**src/rtl/node_pkg.sv**
```systemverilog
// Shared definitions for the router node ejector: packet field positions,
// port identifiers and a small sequence-number helper.
package node_pkg;

    localparam int PKT_W     = 82;
    localparam int VALID_BIT = 81;
    localparam int SEQ_LSB   = 0;
    localparam int SEQ_MSB   = 7;
    localparam int SEQ_W     = SEQ_MSB - SEQ_LSB + 1;

    typedef enum logic {
        PORT_XPOS = 1'b0,
        PORT_YPOS = 1'b1
    } port_id_e;

    // A port's sequence numbers count down by one per packet, wrapping 0 -> 255.
    function automatic logic seq_follows(input logic [SEQ_W-1:0] cur,
                                         input logic [SEQ_W-1:0] prev);
        return cur == (prev - 8'd1);
    endfunction

endpackage

```
**src/rtl/node_ejector_if.sv**
```systemverilog
// Host-side valid/ready packet interface of the node ejector.
// master = packet source (the ejector), slave = packet sink (host/PE).
interface node_ejector_if #(
    parameter int PKT_W = 82
);
    logic             out_valid;
    logic             out_ready;
    logic [PKT_W-1:0] out_pkt;
    logic             out_port;

    modport master (
        output out_valid,
        output out_pkt,
        output out_port,
        input  out_ready
    );

    modport slave (
        input  out_valid,
        input  out_pkt,
        input  out_port,
        output out_ready
    );

endinterface

```
**src/rtl/ejector_fifo2w.sv**
```systemverilog
// Two-write / one-read FIFO used by the node ejector. The caller guarantees
// push_cnt never exceeds the free space; entry A is written before entry B.
module ejector_fifo2w #(
    parameter int DEPTH = 8,
    parameter int W     = 83
) (
    input  logic                       clk,
    input  logic                       rst,
    input  logic [1:0]                 push_cnt,
    input  logic [W-1:0]               wr_data_a,
    input  logic [W-1:0]               wr_data_b,
    input  logic                       pop,
    output logic [W-1:0]               head,
    output logic [$clog2(DEPTH):0]     count
);

    localparam int AW = $clog2(DEPTH);
    localparam logic [AW-1:0] ONE_A = {{(AW-1){1'b0}}, 1'b1};

    logic [W-1:0]  mem [DEPTH];
    logic [AW-1:0] wr_ptr;
    logic [AW-1:0] rd_ptr;
    logic [AW-1:0] wr_ptr_b;

    assign wr_ptr_b = wr_ptr + ONE_A;
    assign head     = mem[rd_ptr];

    // Storage array; deliberately not reset, contents only matter below count.
    always_ff @(posedge clk) begin
        if (push_cnt != 2'd0) begin
            mem[wr_ptr] <= wr_data_a;
        end
        if (push_cnt == 2'd2) begin
            mem[wr_ptr_b] <= wr_data_b;
        end
    end

    // Pointers and occupancy; a pop and up to two pushes may happen together.
    always_ff @(posedge clk or posedge rst) begin
        if (rst) begin
            wr_ptr <= '0;
            rd_ptr <= '0;
            count  <= '0;
        end else begin
            wr_ptr <= wr_ptr + {{(AW-2){1'b0}}, push_cnt};
            if (pop) begin
                rd_ptr <= rd_ptr + ONE_A;
            end
            count <= count + {{(AW-1){1'b0}}, push_cnt} - {{AW{1'b0}}, pop};
        end
    end

endmodule

```
**src/rtl/node_ejector.sv**
```systemverilog
// Terminal sink for a router node's xpos/ypos serial packet ports.
// Valid packets from both ports are captured every cycle into a shared
// 2-write FIFO (xpos first) and handed to the host over valid/ready.
// Packets that do not fit are dropped and counted (saturating).
// Optional: define EJECTOR_SEQ_CHECK_EN to enable the per-port sticky
// sequence-number checker driving seq_err; otherwise seq_err is 0.
module node_ejector #(
    parameter int DEPTH = 8,
    parameter int PKT_W = node_pkg::PKT_W,
    parameter int CNT_W = 16
) (
    input  logic                 clk,
    input  logic                 rst,
    input  logic [PKT_W-1:0]     in_xpos_ser,
    input  logic [PKT_W-1:0]     in_ypos_ser,
    node_ejector_if.master       out_if,
    output logic [CNT_W-1:0]     drop_cnt,
    output logic [1:0]           seq_err
);

    import node_pkg::*;

    localparam int AW = $clog2(DEPTH);
    localparam logic [AW:0]      DEPTH_C  = (AW+1)'(DEPTH);
    localparam logic [CNT_W-1:0] DROP_MAX = {CNT_W{1'b1}};

    logic             x_valid;
    logic             y_valid;
    logic [1:0]       n_valid;
    logic [1:0]       n_acc;
    logic [1:0]       n_drop;
    logic [AW:0]      count;
    logic [AW:0]      free;
    logic             pop;
    logic [PKT_W:0]   entry_a;
    logic [PKT_W:0]   entry_b;
    logic [PKT_W:0]   head;
    logic [CNT_W:0]   drop_sum;

    assign x_valid = in_xpos_ser[VALID_BIT];
    assign y_valid = in_ypos_ser[VALID_BIT];

    // Admission: free space is judged before this cycle's pop, xpos wins.
    always_comb begin
        n_valid = {1'b0, x_valid} + {1'b0, y_valid};
        free    = DEPTH_C - count;
        if (free >= {{(AW-1){1'b0}}, n_valid}) begin
            n_acc = n_valid;
        end else begin
            n_acc = free[1:0];
        end
        n_drop  = n_valid - n_acc;
        entry_a = x_valid ? {logic'(PORT_XPOS), in_xpos_ser}
                          : {logic'(PORT_YPOS), in_ypos_ser};
        entry_b = {logic'(PORT_YPOS), in_ypos_ser};
    end

    ejector_fifo2w #(
        .DEPTH (DEPTH),
        .W     (PKT_W + 1)
    ) u_fifo (
        .clk       (clk),
        .rst       (rst),
        .push_cnt  (n_acc),
        .wr_data_a (entry_a),
        .wr_data_b (entry_b),
        .pop       (pop),
        .head      (head),
        .count     (count)
    );

    assign out_if.out_valid = (count != '0);
    assign out_if.out_pkt   = head[PKT_W-1:0];
    assign out_if.out_port  = head[PKT_W];
    assign pop              = out_if.out_valid && out_if.out_ready;

    assign drop_sum = {1'b0, drop_cnt} + {{(CNT_W-1){1'b0}}, n_drop};

    // Overflow drop counter, clamps at its maximum value.
    always_ff @(posedge clk or posedge rst) begin
        if (rst) begin
            drop_cnt <= '0;
        end else if (drop_sum[CNT_W]) begin
            drop_cnt <= DROP_MAX;
        end else begin
            drop_cnt <= drop_sum[CNT_W-1:0];
        end
    end

`ifdef EJECTOR_SEQ_CHECK_EN
    logic [SEQ_W-1:0] last_seq [2];
    logic [SEQ_W-1:0] cur_seq  [2];
    logic [1:0]       seen;
    logic [1:0]       port_valid;

    assign port_valid = {y_valid, x_valid};
    assign cur_seq[0] = in_xpos_ser[SEQ_MSB:SEQ_LSB];
    assign cur_seq[1] = in_ypos_ser[SEQ_MSB:SEQ_LSB];

    // Per-port sequence tracking; dropped packets still advance last_seq.
    always_ff @(posedge clk or posedge rst) begin
        if (rst) begin
            last_seq[0] <= '0;
            last_seq[1] <= '0;
            seen        <= '0;
            seq_err     <= '0;
        end else begin
            for (int p = 0; p < 2; p++) begin
                if (port_valid[p]) begin
                    if (seen[p] && !seq_follows(cur_seq[p], last_seq[p])) begin
                        seq_err[p] <= 1'b1;
                    end
                    last_seq[p] <= cur_seq[p];
                    seen[p]     <= 1'b1;
                end
            end
        end
    end
`else
    assign seq_err = 2'b00;
`endif

endmodule

```
**src/flat_wrapper.sv**
```systemverilog
// flat-port wrapper written by rule: the top's interface ports become plain ports
module node_ejector_flat import node_pkg::*;
#(
    parameter int DEPTH = 8,
    parameter int PKT_W = node_pkg::PKT_W,
    parameter int CNT_W = 16
)
  (clk, rst, in_xpos_ser, in_ypos_ser, drop_cnt, seq_err, out_if_out_valid, out_if_out_pkt, out_if_out_port, out_if_out_ready);
  node_ejector_if #(.PKT_W(PKT_W)) out_if_i ();
  input  logic clk;
  input  logic rst;
  input  logic [PKT_W-1:0] in_xpos_ser;
  input  logic [PKT_W-1:0] in_ypos_ser;
  output logic [CNT_W-1:0] drop_cnt;
  output logic [1:0] seq_err;
  output wire logic [$bits(out_if_i.out_valid)-1:0] out_if_out_valid;
  output wire logic [$bits(out_if_i.out_pkt)-1:0] out_if_out_pkt;
  output wire logic [$bits(out_if_i.out_port)-1:0] out_if_out_port;
  input wire logic [$bits(out_if_i.out_ready)-1:0] out_if_out_ready;
  assign out_if_out_valid = out_if_i.out_valid;
  assign out_if_out_pkt = out_if_i.out_pkt;
  assign out_if_out_port = out_if_i.out_port;
  assign out_if_i.out_ready = out_if_out_ready;
  node_ejector #(.DEPTH(DEPTH), .PKT_W(PKT_W), .CNT_W(CNT_W)) u_core (.clk(clk), .rst(rst), .in_xpos_ser(in_xpos_ser), .in_ypos_ser(in_ypos_ser), .out_if(out_if_i), .drop_cnt(drop_cnt), .seq_err(seq_err));
endmodule
```
**config.mk**
```make
export PLATFORM = sky130hd
export DESIGN_NAME = node_ejector_flat
export DESIGN_NICKNAME = d
export VERILOG_FILES = /design/src/rtl/node_pkg.sv /design/src/rtl/node_ejector_if.sv /design/src/rtl/ejector_fifo2w.sv /design/src/rtl/node_ejector.sv /design/src/flat_wrapper.sv
export SDC_FILE = /design/constraint.sdc
export NUM_CORES = 1
export LEC_CHECK = 0
export ABC_AREA = 0
export CAP_MARGIN = 5
export CORE_MARGIN = 2
export CORE_UTILIZATION = 40
export CTS_CLUSTER_DIAMETER = 200
export DETAILED_ROUTE_END_ITERATION = 16
export GPL_ROUTABILITY_DRIVEN = 0
export REMOVE_ABC_BUFFERS = 1
export SYNTH_ARGS = -nofsm -noshare
export SYNTH_HDL_FRONTEND = slang
export SYNTH_SLANG_ARGS = --single-unit
```
**constraint.sdc**
```tcl
create_clock -name clk -period 8.6 [get_ports clk]
set_input_delay 0.86 -clock clk [delete_from_list [all_inputs] [get_ports clk]]
set_output_delay 0.86 -clock clk [all_outputs]
set_load 0.01 [all_outputs]
```
==> results of run 1 <==
[cell type report]
cell class / instances / share of cell area, %
timing repair buffer: 308 / 7.66
sequential: 690 / 51.7
clock buffer: 103 / 5.15
multi-input combinational: 1232 / 30.2
tap: 1134 / 3.58
inverter: 104 / 0.990
clock inverter: 27 / 0.731
[per-stage QoR]
stage / TNS (ps) / utilization [%] / instances / setup WS, ps / hold slack (ps)
after floorplan: -976580 / - / 2026 / -2860 / 431
after global placement: 0 / 44.6 / 3468 / 2650 / 459
after detailed placement: 0 / 44.6 / 3468 / 2660 / 474
after CTS: 0 / 47.4 / 3598 / 3310 / 488
after global routing: 0 / 47.4 / 3598 / 2970 / 508
final: 0 / 47.4 / 3598 / 3170 / 491
[logic make-up (layout without fill, tap and decap cells)]
family | after synthesis | after routing
buf+inv | 334 | 542
simple gates | 151 | 151
compound gates | 702 | 702
xor+xnor | 22 | 22
flops | 690 | 690
fa+ha+maj | 20 | 20
other cells | 1 | 2
mux | 335 | 335
[power breakdown]
| part | internal [W] | total (W) | switching, W | leakage, nW |
|---|---|---|---|---|
| logic | 0.00273 | 0.00660 | 0.00387 | 5.21 |
| registers | 0.00505 | 0.00552 | 0.000463 | 6.52 |
| clock network | 0.00181 | 0.00314 | 0.00133 | 1.14 |
[cells in the final DEF (no fill, tap or decap), types with 10 or more instances in the layout]
master,count
sky130_fd_sc_hd__clkbuf_16,76
sky130_fd_sc_hd__o22ai_1,410
sky130_fd_sc_hd__dfrtp_1,23
sky130_fd_sc_hd__o32ai_1,82
sky130_fd_sc_hd__mux2_2,88
sky130_fd_sc_hd__ha_1,17
sky130_fd_sc_hd__xnor2_1,10
sky130_fd_sc_hd__inv_1,103
sky130_fd_sc_hd__o2bb2ai_1,164
sky130_fd_sc_hd__clkbuf_1,23
sky130_fd_sc_hd__buf_4,37
sky130_fd_sc_hd__nand2_4,11
sky130_fd_sc_hd__clkdlybuf4s50_1,265
sky130_fd_sc_hd__mux4_2,166
sky130_fd_sc_hd__nand2_1,105
sky130_fd_sc_hd__xor2_1,12
sky130_fd_sc_hd__edfxtp_1,656
sky130_fd_sc_hd__mux2i_1,81
[flip-flops by register name, summed over array words and instances, names as in the netlist]
name and count:
u_core.drop_cnt 16, u_core.u_fifo.mem 664, u_core.u_fifo.count 4, u_core.u_fifo.wr_ptr 3, u_core.u_fifo.rd_ptr 3
[per-layer routing]
metal  part of all wire, %  GRT usage [%]
met5                 0.011              0
met4                   3.1           9.25
met3                   9.4           4.51
met2                    49           42.0
met1                    39           33.5
[worst register-to-register path: cells and delay by family, from the launching register on]
family | cells | cell delay [ps]
AOI/OAI and AO/OA | 4 | 1790
buffers and inverters | 3 | 1490
adders and majority gates | 2 | 790
DFF | 1 | 440
[path summary, 6_finish.rpt]
check | endpoint | slack, ps | cells after the start
max | u_core.u_fifo.mem[1][70] | 3170 | 11
min | u_core.u_fifo.mem[0][82] | 490 | 1
max reg2reg | u_core.u_fifo.mem[1][70] | 3640 | 9
min reg2reg | u_core.u_fifo.mem[0][82] | 490 | 1
max in group asynchronous | u_core.u_fifo.rd_ptr[0] | 7090 | 2
min in group asynchronous | u_core.u_fifo.count[0] | 770 | 2
==> flow_metrics.env, run 1 <==
export IMPL_num_antenna_cells=0
export IMPL_synthesis_area_per_instance_um2=15.0
export IMPL_antenna_found_initial=1
export IMPL_grt_setup_unrepaired="false"
export IMPL_cts_buffer_depth=3
export IMPL_cts_resized=0
export IMPL_clock_sinks=690
export IMPL_globalRoute_totalOverflow=0
export IMPL_netlist_cell_type_count=51
export IMPL_cts_setup_buffers=0
export IMPL_cp_start_kind="input pin"
export IMPL_critical_path_top_delay_family="buffers and inverters"
export IMPL_crit_path_cell_chain="clkdlybuf4s50_1 -> inv_1 -> ha_1 -> ha_1 -> nand2b_1 -> a211o_1 -> o21ai_0 -> a21o_4 -> buf_4 -> o21ai_4 -> buf_4"
export IMPL_worst_ep_required_time_ps=8840
export IMPL_dpl_cell_area_um2=37400
export IMPL_count_of_pins_over_their_slew_limit=0
export IMPL_drc_errors=0
export IMPL_cp_arrival_ps=5660
export IMPL_ant_nets=0
export IMPL_via_count=23600
export IMPL_total_power_w=0.0153
export IMPL_floorplan_die_height_um=295
export IMPL_post_synth_adder_cell_area_pct=0.807
export IMPL_drt_iter0_drc=2405
export IMPL_cp_max_fo=67
export IMPL_mappedNetlistArea_um2=33800
export IMPL_layout_worst_path_cycle_share_pct=63.1
export IMPL_crit_slowest_cell="sky130_fd_sc_hd__buf_4"
export IMPL_drtPass1Iterations=7
export IMPL_dpl_hpwl_mm=60.2
export IMPL_ctsRootBufferMaster="sky130_fd_sc_hd__clkbuf_16"
export IMPL_synth_compound_area_share_pct=15.1
export IMPL_place_port_buffers=266
export IMPL_synthesis_instances=2255
export IMPL_timing_max_cap_violations=0
export IMPL_die_area_um2=86800
export IMPL_total_of_flip_flops_plus_latches_after_synthesis=690
export IMPL_ctsHoldBuffers=0
export IMPL_synth_flop_cell="sky130_fd_sc_hd__edfxtp_1"
export IMPL_final_setup_skew_ps=23.9
export IMPL_hold_path_startpoint="u_core.u_fifo.mem[0][82]"
export IMPL_area_taken_by_multi_input_logic_gates_um2=12000
export IMPL_yosys_top_cells_count="sky130_fd_sc_hd__edfxtp_1 (656), sky130_fd_sc_hd__o22ai_1 (410), sky130_fd_sc_hd__mux4_2 (166)"
export IMPL_hold_violations=0
export IMPL_ios=269
export IMPL_status="finished, final reports clean"
export IMPL_worst_path_clk_slew_ps=60
export IMPL_floorplan_rows=106
export IMPL_criticalPathCategory="input pin to flip-flop"
export IMPL_start_util_pct=40.4
export IMPL_cp_end_kind="flip-flop"
export IMPL_die_width_um=295
export IMPL_core_area_um2=83700
export IMPL_finalNetCount=2597
export IMPL_min_delay_path_class="flip-flop to flip-flop"
export IMPL_crit_path_max_incr_delay_ps=900
export IMPL_tritoncts="yes"
export IMPL_grt_usage_pct=25.4
export IMPL_remaining_max_slew_budget_at_the_tightest_pin_pct=15.9
export IMPL_crit_reg2reg_launch="u_core.u_fifo.count[0]"
export IMPL_dominant_cells_by_area_after_synthesis="sky130_fd_sc_hd__edfxtp_1 (58%), sky130_fd_sc_hd__mux4_2 (11%), sky130_fd_sc_hd__o22ai_1 (7.6%), sky130_fd_sc_hd__o2bb2ai_1 (4.3%), sky130_fd_sc_hd__mux2_2 (2.9%)"
export IMPL_synth_largest_type_area_fraction_pct=58.3
export IMPL_yosys_warnings=0
export IMPL_flow_area_growth_from_synthesis_pct=17.5
export IMPL_startpoint="in_ypos_ser[81]"
export IMPL_synth_edff_count=656
export IMPL_drt_vias_per_instance=6.56
export IMPL_worstMarginPinSlew_ps=1260
export IMPL_grt_first_pass_wirelength_mm=162
export IMPL_vias_in_the_first_global_route=24700
export IMPL_vdd_ir_drop_worst_mv=0.249
export IMPL_crit_path_buffers_inverters=4
export IMPL_timing_final_crit_period_ps=5430
export IMPL_synth_seq_area_share_pct=60.7
export IMPL_grt_start_max_net_pins=116
export IMPL_synth_mux_area_share_pct=16.4
export IMPL_yosys_area_share_xor_xnor_pct=0.570
export IMPL_clock_tree_htree_level_count=3
export IMPL_p_per_area_nw_per_um2=384
export IMPL_drt_wirelength_per_cell_um=30.9
export IMPL_seqCellArea_um2=20500
export IMPL_post_synthesis_async_set_or_reset_flop_share_pct=3.77
export IMPL_synth_top_family_by_area="multiplexers"
export IMPL_post_synth_top_count_cell="sky130_fd_sc_hd__edfxtp_1"
export IMPL_routed_wirelength_mm=111
export IMPL_total_clock_buffers_created_by_cts=74
export IMPL_cell_type_with_the_highest_aggregate_area_in_the_netlist="sky130_fd_sc_hd__edfxtp_1"
export IMPL_fmaxAchievable_mhz=184
export IMPL_cellLeakagePower_nw=12.9
export IMPL_worst_skew_pair_late_latency_ps=630
export IMPL_synth_simple_gate_area_share_pct=1.94
export IMPL_nFillCells=7188
export IMPL_post_route_cell_area_um2=39700
export IMPL_setup_viol=0
export IMPL_drive_gt1_share_pct=17.5
(Power assumes the default switching activity.)
==> inputs of run 2 (changes only) <==
==> constraint.sdc (replaced) <==
create_clock -name clk -period 5.5 [get_ports clk]
set_input_delay 0.55 -clock clk [delete_from_list [all_inputs] [get_ports clk]]
set_output_delay 0.55 -clock clk [all_outputs]
set_load 0.01 [all_outputs]
==> run 2 against run 1 <==
  * Non-clock buffer count rose by 23
  * Highest routed layer unchanged
  * First-iteration DRC count rose by 13%
  * Sequential share of layout area fell by 0.65 points
  * Combinational power rose by 61%
  * Design area rose by 1.3%
  * Final cell count rose by 0.75%
  * Global-route usage fell by 0.15 points
  * Hold slack got worse by 51 ps
  * Total power rose by 59%
==> flow_metrics.env, run 2 (synthesized netlist as in run 1, its figures left out) <==
export IMPL_status="finished, final reports clean"
export IMPL_switching_share_pct=36.7
export IMPL_cp_start_kind="input pin"
export IMPL_die_width_um=295
export IMPL_criticalPathCategory="input pin to flip-flop"
export IMPL_internal_power_w=0.0154
export IMPL_worstMarginPinSlew_ps=1200
export IMPL_hold_violations=0
export IMPL_ant_nets=0
export IMPL_final_cell_mix="sky130_fd_sc_hd__edfxtp_1 (656), sky130_fd_sc_hd__o22ai_1 (410), sky130_fd_sc_hd__clkdlybuf4s50_1 (265)"
export IMPL_num_antenna_cells=0
export IMPL_place_port_buffers=266
export IMPL_finish_cell_count_without_fillers=3625
export IMPL_count_of_pins_over_their_slew_limit=0
export IMPL_seqPwrFrac_pct=35.3
export IMPL_crit_path_cell_chain="clkdlybuf4s50_1 -> inv_1 -> ha_1 -> ha_1 -> nand2b_1 -> a211oi_2 -> nand2_1 -> a21o_1 -> ha_1 -> inv_1 -> ha_1 -> fa_1 -> and4_1 -> and4_1 -> nand4_1 -> o21ai_0"
export IMPL_cts_setup_buffers=0
export IMPL_core_area_um2=83700
export IMPL_remaining_max_slew_budget_at_the_tightest_pin_pct=19.7
export IMPL_reg_top3="u_core.u_fifo.mem (664), u_core.drop_cnt (16), u_core.u_fifo.count (4)"
export IMPL_cellLeakagePower_nw=13.1
export IMPL_floorplan_die_height_um=295
export IMPL_min_delay_path_class="input pin to flip-flop"
export IMPL_top_register="u_core.u_fifo.mem"
export IMPL_total_clock_buffers_created_by_cts=76
export IMPL_dpl_cell_area_um2=37700
export IMPL_drtPass1Iterations=5
export IMPL_worst_path_clk_slew_ps=60
export IMPL_post_route_util_pct=48.0
export IMPL_ctsRootBufferMaster="sky130_fd_sc_hd__clkbuf_16"
export IMPL_timing_max_cap_violations=0
export IMPL_timing_final_crit_period_ps=4240
export IMPL_finalSetupTns_ps=0
export IMPL_clock_power_share_pct=21.3
export IMPL_most_frequent_standard_cell_in_the_layout_excluding_fill_and_tap_cells="sky130_fd_sc_hd__edfxtp_1"
export IMPL_cts_buffer_depth=3
export IMPL_setup_viol=0
export IMPL_antenna_found_initial=3
export IMPL_drc_errors=0
export IMPL_grt_usage_pct=25.2
export IMPL_worst_skew_pair_late_latency_ps=630
export IMPL_drt_iter0_drc=2727
export IMPL_flow_area_growth_from_synthesis_pct=19.0
export IMPL_crit_slowest_cell="sky130_fd_sc_hd__clkdlybuf4s50_1"
export IMPL_cell_count_after_placement=3491
export IMPL_grt_setup_unrepaired="false"
export IMPL_cell_type_with_the_highest_occurrence_count_on_the_critical_path="sky130_fd_sc_hd__ha_1"
export IMPL_largest_reg_flops=664
export IMPL_fmaxAchievable_mhz=236
export IMPL_p_switching_w=0.00892
export IMPL_clock_sinks=690
export IMPL_globalRoute_totalOverflow=0
export IMPL_layout_worst_path_cycle_share_pct=77.0
export IMPL_seqCellArea_um2=20500
export IMPL_post_route_cell_area_um2=40200
export IMPL_start_util_pct=40.4
export IMPL_p_per_area_nw_per_um2=605
export IMPL_final_setup_skew_ps=25.2
export IMPL_drive_gt1_share_pct=18.3
export IMPL_combPwrFrac_pct=43.5
export IMPL_cp_end_kind="flip-flop"
export IMPL_crit_path_max_incr_delay_ps=560
export IMPL_area_taken_by_multi_input_logic_gates_um2=12000
export IMPL_worst_ep_required_time_ps=5960
export IMPL_cp_max_fo=13
export IMPL_vias_in_the_first_global_route=24500
export IMPL_die_area_um2=86800
export IMPL_nFillCells=7183
export IMPL_drt_vias_per_instance=6.59
export IMPL_ios=269
export IMPL_routed_wirelength_mm=111
export IMPL_whs_ps=440
export IMPL_tritoncts="yes"
export IMPL_via_count=23900
export IMPL_finalNetCount=2622
export IMPL_dpl_hpwl_mm=59.4
export IMPL_floorplan_rows=106
export IMPL_clock_tree_htree_level_count=3
export IMPL_cts_resized=0
export IMPL_cp_arrival_ps=4700
export IMPL_ctsHoldBuffers=0
export IMPL_drt_wirelength_per_cell_um=30.7
export IMPL_grt_start_max_net_pins=89
export IMPL_grt_first_pass_wirelength_mm=161
export IMPL_vdd_ir_drop_worst_mv=0.396
## run 2: cell count changes in the layout (fill, tap and decap cells not counted), moves of 4 or more
cell / previous run / this run
sky130_fd_sc_hd__clkinv_1: 9 / 16
sky130_fd_sc_hd__clkbuf_1: 23 / 17
sky130_fd_sc_hd__bufinv_16: 5 / 9
sky130_fd_sc_hd__buf_4: 37 / 45
sky130_fd_sc_hd__buf_12: 5 / 20
## run 2: worst paths after layout
| check | start | endpoint | slack, ps | cells past startpoint |
|---|---|---|---|---|
| max in group asynchronous | rst | u_core.u_fifo.rd_ptr[2] | 4300 | 2 |
| worst min register to register | u_core.u_fifo.mem[7][82] | u_core.u_fifo.mem[7][82] | 510 | 2 |
| worst max register to register | u_core.u_fifo.count[0] | u_core.u_fifo.mem[1][50] | 1410 | 8 |
| worst min-delay path | in_xpos_ser[81] | u_core.u_fifo.mem[7][82] | 440 | 4 |
| min in group asynchronous | rst | u_core.drop_cnt[12] | 470 | 2 |
| worst max-delay path | in_ypos_ser[81] | u_core.drop_cnt[4] | 1260 | 16 |
## run 2: worst max-delay path: cells and delay by family
| kind | cells | cell delay [ps] |
|---|---|---|
| adders and majority gates | 5 | 1580 |
| and+or+nand+nor | 5 | 1180 |
| buffers and inverters | 3 | 730 |
| AOI/OAI and AO/OA | 3 | 650 |
## run 2: final cells by class
class                           count  share of cell area (%)
Multi-Input combinational cell   1232                    29.8
Sequential cell                   690                    51.1
Tap cell                         1134                    3.53
Inverter                          104                   0.977
Clock buffer                       97                    5.11
Timing Repair Buffer              331                    8.46
Clock inverter                     37                    1.06
## run 2: per-stage QoR
stage | setup WS, ps | power (W)
global route | 965 | 0.0252
finish | 1260 | 0.0243
global placement | 716 | 0.0190
CTS | 1300 | 0.0243
detailed placement | 633 | 0.0192
floorplan | -5650 | 0.0149
## run 2: per-layer routing
layer	GRT usage (%)	wire length, um	vias to the layer above
met5	0	40	-
met4	9.49	3540	6
met3	5.66	12200	268
met2	40.5	52700	1597
met1	33.5	42900	12200
li1	-	-	9828
## run 2: power by group through the flow
stage          registers, W  clock network [W]  logic, W
2_1_floorplan       0.00902                  0   0.00592
6_report            0.00857            0.00517    0.0106
3_3_place_gp        0.00859                  0    0.0105
5_1_grt             0.00869            0.00541    0.0111
4_1_cts             0.00856            0.00521    0.0106
3_5_place_dp        0.00867                  0    0.0105
==> patch 1 (settings of run 2) <==
Build with the macro `EJECTOR_SEQ_CHECK_EN` defined.
--- a/src/rtl/node_ejector.sv
+++ b/src/rtl/node_ejector.sv
@@ -5,4 +5,6 @@
 // Optional: define EJECTOR_SEQ_CHECK_EN to enable the per-port sticky
 // sequence-number checker driving seq_err; otherwise seq_err is 0.
+`define EJECTOR_SEQ_CHECK_EN
+
 module node_ejector #(
     parameter int DEPTH = 8,
Behaviour: not the same (a bounded check fails within 4 cycles, from zero or initial values and one cycle with rst high).
==> patch 1 against run 2 <==
- design area increased by 4.1%
- total power shrank 6.7%
- synthesized area increased by 5.2%
- sequential cell count up 20
- utilization fell by 0.60 points
- first-iteration DRC count shrank 27%
- worst hold slack worse by 0.12 ns
- setup slack worse by 0.0066 ns
- via count decreased by 2.8%
- routed wire length up 0.25%
- count of clock-buffer cells in the layout up 2
- global-route usage shrank 0.85 points
- highest routed layer unchanged
==> patch 1: results (changes against run 2) <==
* Top post-synthesis cells by count: 656 x edfxtp_1, 648 x o2bb2ai_1, 166 x mux4_2 (was 656 x edfxtp_1, 410 x o22ai_1, 166 x mux4_2)
* N_diodes at 1 (was 0)
* Number of port buffers at 268 (was 266)
* Portion of netlist area occupied by mux cells at 15.88% (was 16.40%)
* GR met1 Demand/Resource at 32.04% (was 33.48%)
* Netlist cell types at 56 (was 51)
* Largest net degree at the start of global routing at 85 (was 89)
* Area share of fa/ha/maj cells after synthesis at 0.8380% (was 0.8074%)
* Yosys top cell area share at 55.44% (was 58.31%)
* Clock Skew at 0.02056 ns (was 0.02524 ns)
* Fmax at 235.6 MHz (was 236.0 MHz)
* LEAKAGE at 13.70 nW (was 13.11 nW)
* Buffering overhead at 8.278% (was 8.464%)
* Signal buffers at 327 (was 331)
* Outcome: finished clean (unchanged)
* GR Util met3 at 4.381% (was 5.656%)
* 1st-iter DRT viols at 1979 (was 2727)
* CP peak stage delay at 0.58 ns (was 0.56 ns)
* Hold WS at 0.3223 ns (was 0.4399 ns)
* Initial antenna violation count at 6 (was 3)
* Worst EP arrival at 4.50 ns (was 4.70 ns)
* Ys async rst share at 6.479% (was 3.768%)
* Half-perimeter wire length after placement at 59.90 mm (was 59.36 mm)
* Met2 Use GR at 41.60% (was 40.47%)
* Multi-input logic area at 0.01323 sq mm (was 0.01198 sq mm)
* Peak VDD IR at 0.0004143 V (was 0.0003963 V)
* Vias in the first global route at 24420 (was 24520)
* Post-Place Worst Slack at 0.6177 ns (was 0.6327 ns)
* Biggest registers after layout: u_core.u_fifo.mem: 664 flops, u_core.drop_cnt: 16 flops, u_core.last_seq: 16 flops (was u_core.u_fifo.mem: 664 flops, u_core.drop_cnt: 16 flops, u_core.u_fifo.count: 4 flops)
* Placed cells at 3468 (was 3491)
* Synth Area in Compound Gates at 17.13% (was 15.07%)
* P_comb at 9.11 mW (was 10.6 mW)
* All-Layer GR Usage at 24.35% (was 25.20%)
* Fillers at 7506 (was 7183)
* Post-place instance area at 0.03926 sq mm (was 0.03771 sq mm)
patch 1: cell types whose count changed in the layout (fill, tap and decap cells not counted), sizes merged, moves of 9 or more:
cell / delta
clkinv: +19
dfrtp: +20
inv: -83
mux2: +9
nand2: -66
nor2: +17
o22ai: -402
o2bb2ai: +484
o32ai: -82
xnor2: +14
patch 1: cell families after synthesis:
group | after synthesis
fa+ha+maj | 22
simple gates | 129
buf+inv | 306
mux | 344
flops | 710
compound gates | 709
xor+xnor | 39
patch 1: per-layer routing:
layer | vias to the layer above | share of wire [%]
li1 | 9751 | -
met2 | 1096 | 50
met1 | 12170 | 40
met4 | 10 | 2.2
met3 | 191 | 7.8
met5 | - | 0.059
patch 1: how the worst min path moves through the flow:
| stage | from | endpoint | depth (start not counted) |
|---|---|---|---|
| floorplan | u_core.seen[0]$_DFFE_PP0P_ | u_core.seen[0]$_DFFE_PP0P_ | 1 |
| global placement | u_core.u_fifo.mem[7][82]$_SDFFE_PP1P_ | u_core.u_fifo.mem[7][82]$_SDFFE_PP1P_ | 2 |
| detailed placement | u_core.u_fifo.mem[1][82]$_SDFFE_PP1P_ | u_core.u_fifo.mem[1][82]$_SDFFE_PP1P_ | 2 |
| CTS | in_xpos_ser[81] | u_core.last_seq[8]$_DFFE_PP0P_ | 2 |
| global route | in_xpos_ser[81] | u_core.last_seq[8]$_DFFE_PP0P_ | 2 |
| finish | in_xpos_ser[81] | u_core.last_seq[8]$_DFFE_PP0P_ | 2 |
patch 1: worst max-delay path: cells and delay by family:
family | cells | cell delay (ns)
compound gates | 2 | 0.90
fa+ha+maj | 2 | 0.61
buf+inv | 3 | 1.09
simple gates | 3 | 1.22
==> patch 2 (flow settings as in run 2) <==
Made on the original files. Register the output `drop_cnt` once more, cleared by the reset; this adds one clock of latency there. The other outputs are not delayed to match.
--- a/src/rtl/node_ejector.sv
+++ b/src/rtl/node_ejector.sv
@@ -24,4 +24,6 @@
     localparam logic [AW:0]      DEPTH_C  = (AW+1)'(DEPTH);
     localparam logic [CNT_W-1:0] DROP_MAX = {CNT_W{1'b1}};
+
+    logic [CNT_W-1:0] drop_cnt_s0;
 
     logic             x_valid;
@@ -75,14 +77,14 @@
     assign pop              = out_if.out_valid && out_if.out_ready;
 
-    assign drop_sum = {1'b0, drop_cnt} + {{(CNT_W-1){1'b0}}, n_drop};
+    assign drop_sum = {1'b0, drop_cnt_s0} + {{(CNT_W-1){1'b0}}, n_drop};
 
     // Overflow drop counter, clamps at its maximum value.
     always_ff @(posedge clk or posedge rst) begin
         if (rst) begin
-            drop_cnt <= '0;
+            drop_cnt_s0 <= '0;
         end else if (drop_sum[CNT_W]) begin
-            drop_cnt <= DROP_MAX;
+            drop_cnt_s0 <= DROP_MAX;
         end else begin
-            drop_cnt <= drop_sum[CNT_W-1:0];
+            drop_cnt_s0 <= drop_sum[CNT_W-1:0];
         end
     end
@@ -121,4 +123,12 @@
 `endif
 
+    always_ff @(posedge clk or posedge rst) begin
+        if (rst) begin
+            drop_cnt <= '0;
+        end else begin
+            drop_cnt <= drop_cnt_s0;
+        end
+    end
+
 endmodule
 
Behaviour: same outputs for any inputs over 4 cycles, from zero or initial values and one cycle with rst high; that may be too few to reach the edited logic, so the function may still have changed.
==> patch 2 against run 2 <==
- total power increased by 0.59%
- routed wire length increased by 2.1%
- global-route usage increased by 0.47 points
- sequential share of layout area increased by 0.44 points
- setup slack got worse by 0.085 ns
- sequential cell count increased by 16
- fmax decreased by 2.0%
- synthesized area increased by 1.2%
- die area increased by 1.2%
- design area increased by 1.1%
==> patch 2: results (changes against run 2) <==
* Outcome: finished clean (unchanged)
* Met2 routed WL at 53.83 mm (was 52.70 mm)
* R2R setup slack at 1.19 ns (was 1.41 ns)
* Fraction of area in multi-input gates at 29.48% (was 29.80%)
* Worst flop-to-flop path endpoint: u_core.u_fifo.mem[1][28]$_DFFE_PP_ (was u_core.u_fifo.mem[1][50]$_DFFE_PP_)
* Num CTS Buffers at 77 (was 76)
* Post-Place Worst Slack at 0.5830 ns (was 0.6327 ns)
* Worst EP arrival at 4.79 ns (was 4.70 ns)
* GR met1 Demand/Resource at 34.61% (was 33.48%)
* DR vias at 23960 (was 23880)
* Sequential share of the synthesized area at 61.17% (was 60.71%)
* GR Util met3 at 5.544% (was 5.656%)
* Placed cells at 3523 (was 3491)
* Vias in the first global route at 24790 (was 24520)
* Peak VDD IR at 0.0006106 V (was 0.0003963 V)
* Biggest registers after layout: u_core.u_fifo.mem: 664 flops, u_core.drop_cnt: 16 flops, u_core.drop_cnt_s0: 16 flops (was u_core.u_fifo.mem: 664 flops, u_core.drop_cnt: 16 flops, u_core.u_fifo.count: 4 flops)
* First-pass GRT wire length at 164.6 mm (was 161.3 mm)
* Tapcells at 1144 (was 1134)
* Met2 Use GR at 41.25% (was 40.47%)
* Fillers at 7278 (was 7183)
* Buffering overhead at 8.515% (was 8.464%)
* Syn Area/Cell at 15.05 sq um (was 14.98 sq um)
* Signal buffers at 337 (was 331)
* Seq area share at 51.49% (was 51.05%)
* WL/cell at 31.01 microns (was 30.71 microns)
* Half-perimeter wire length after placement at 59.77 mm (was 59.36 mm)
* M1 wire length at 44.46 mm (was 42.89 mm)
* Top cells by area, synth: edfxtp_1 58%, mux4_2 11%, o22ai_1 7.5%, o2bb2ai_1 4.2%, dfrtp_1 3.1% (was edfxtp_1 58%, mux4_2 11%, o22ai_1 7.6%, o2bb2ai_1 4.3%, mux2_2 2.9%)
patch 2: changes by cell type after synthesis:
cell / delta
dfrtp_1: +16
buf_1: +4
clkbuf_1: -4
patch 2: worst register-to-register path, delay by kind of cell, from the launching register on:
kind	cells	cell delay (ns)
buffers and inverters	3	1.45
AND/OR/NAND/NOR	2	0.95
AO/OA/AOI/OAI	2	0.71
adder cells (fa/ha/maj)	1	0.46
flip-flops	1	0.43
patch 2: kinds of logic (layout without fill, tap and decap cells):
logic type / Yosys count / in the layout / synth area share [%]
buffers and inverters: 334 / 582 / 4.433
flip-flops: 706 / 706 / 61.17
adder cells (fa/ha/maj): 20 / 20 / 0.7980
AO/OA/AOI/OAI: 702 / 702 / 14.89
other: 1 / 4 / 0.01097
XOR/XNOR: 22 / 22 / 0.5637
AND/OR/NAND/NOR: 151 / 151 / 1.918
multiplexers: 335 / 335 / 16.21
patch 2: worst max-delay path by stage:
stage / end / start / slack, ns / cells past startpoint
floorplan: u_core.u_fifo.mem[7][0]$_DFFE_PP_ / in_xpos_ser[81] / -5.65 / 8
global placement: u_core.drop_cnt_s0[4]$_DFF_PP0_ / in_ypos_ser[81] / 0.65 / 16
detailed placement: u_core.drop_cnt_s0[4]$_DFF_PP0_ / in_ypos_ser[81] / 0.58 / 16
CTS: u_core.drop_cnt_s0[4]$_DFF_PP0_ / in_ypos_ser[81] / 1.23 / 16
global route: u_core.drop_cnt_s0[4]$_DFF_PP0_ / in_ypos_ser[81] / 0.90 / 17
finish: u_core.drop_cnt_s0[4]$_DFF_PP0_ / in_ypos_ser[81] / 1.18 / 16
patch 2: where the power goes:
part           total, mW  internal [mW]  leakage, nW  switching [mW]
combinational       10.6           4.47         5.42            6.17
clock               5.07           2.90         1.20            2.18
sequential          8.74           8.02         6.72           0.717
total               24.5           15.4         13.4            9.07
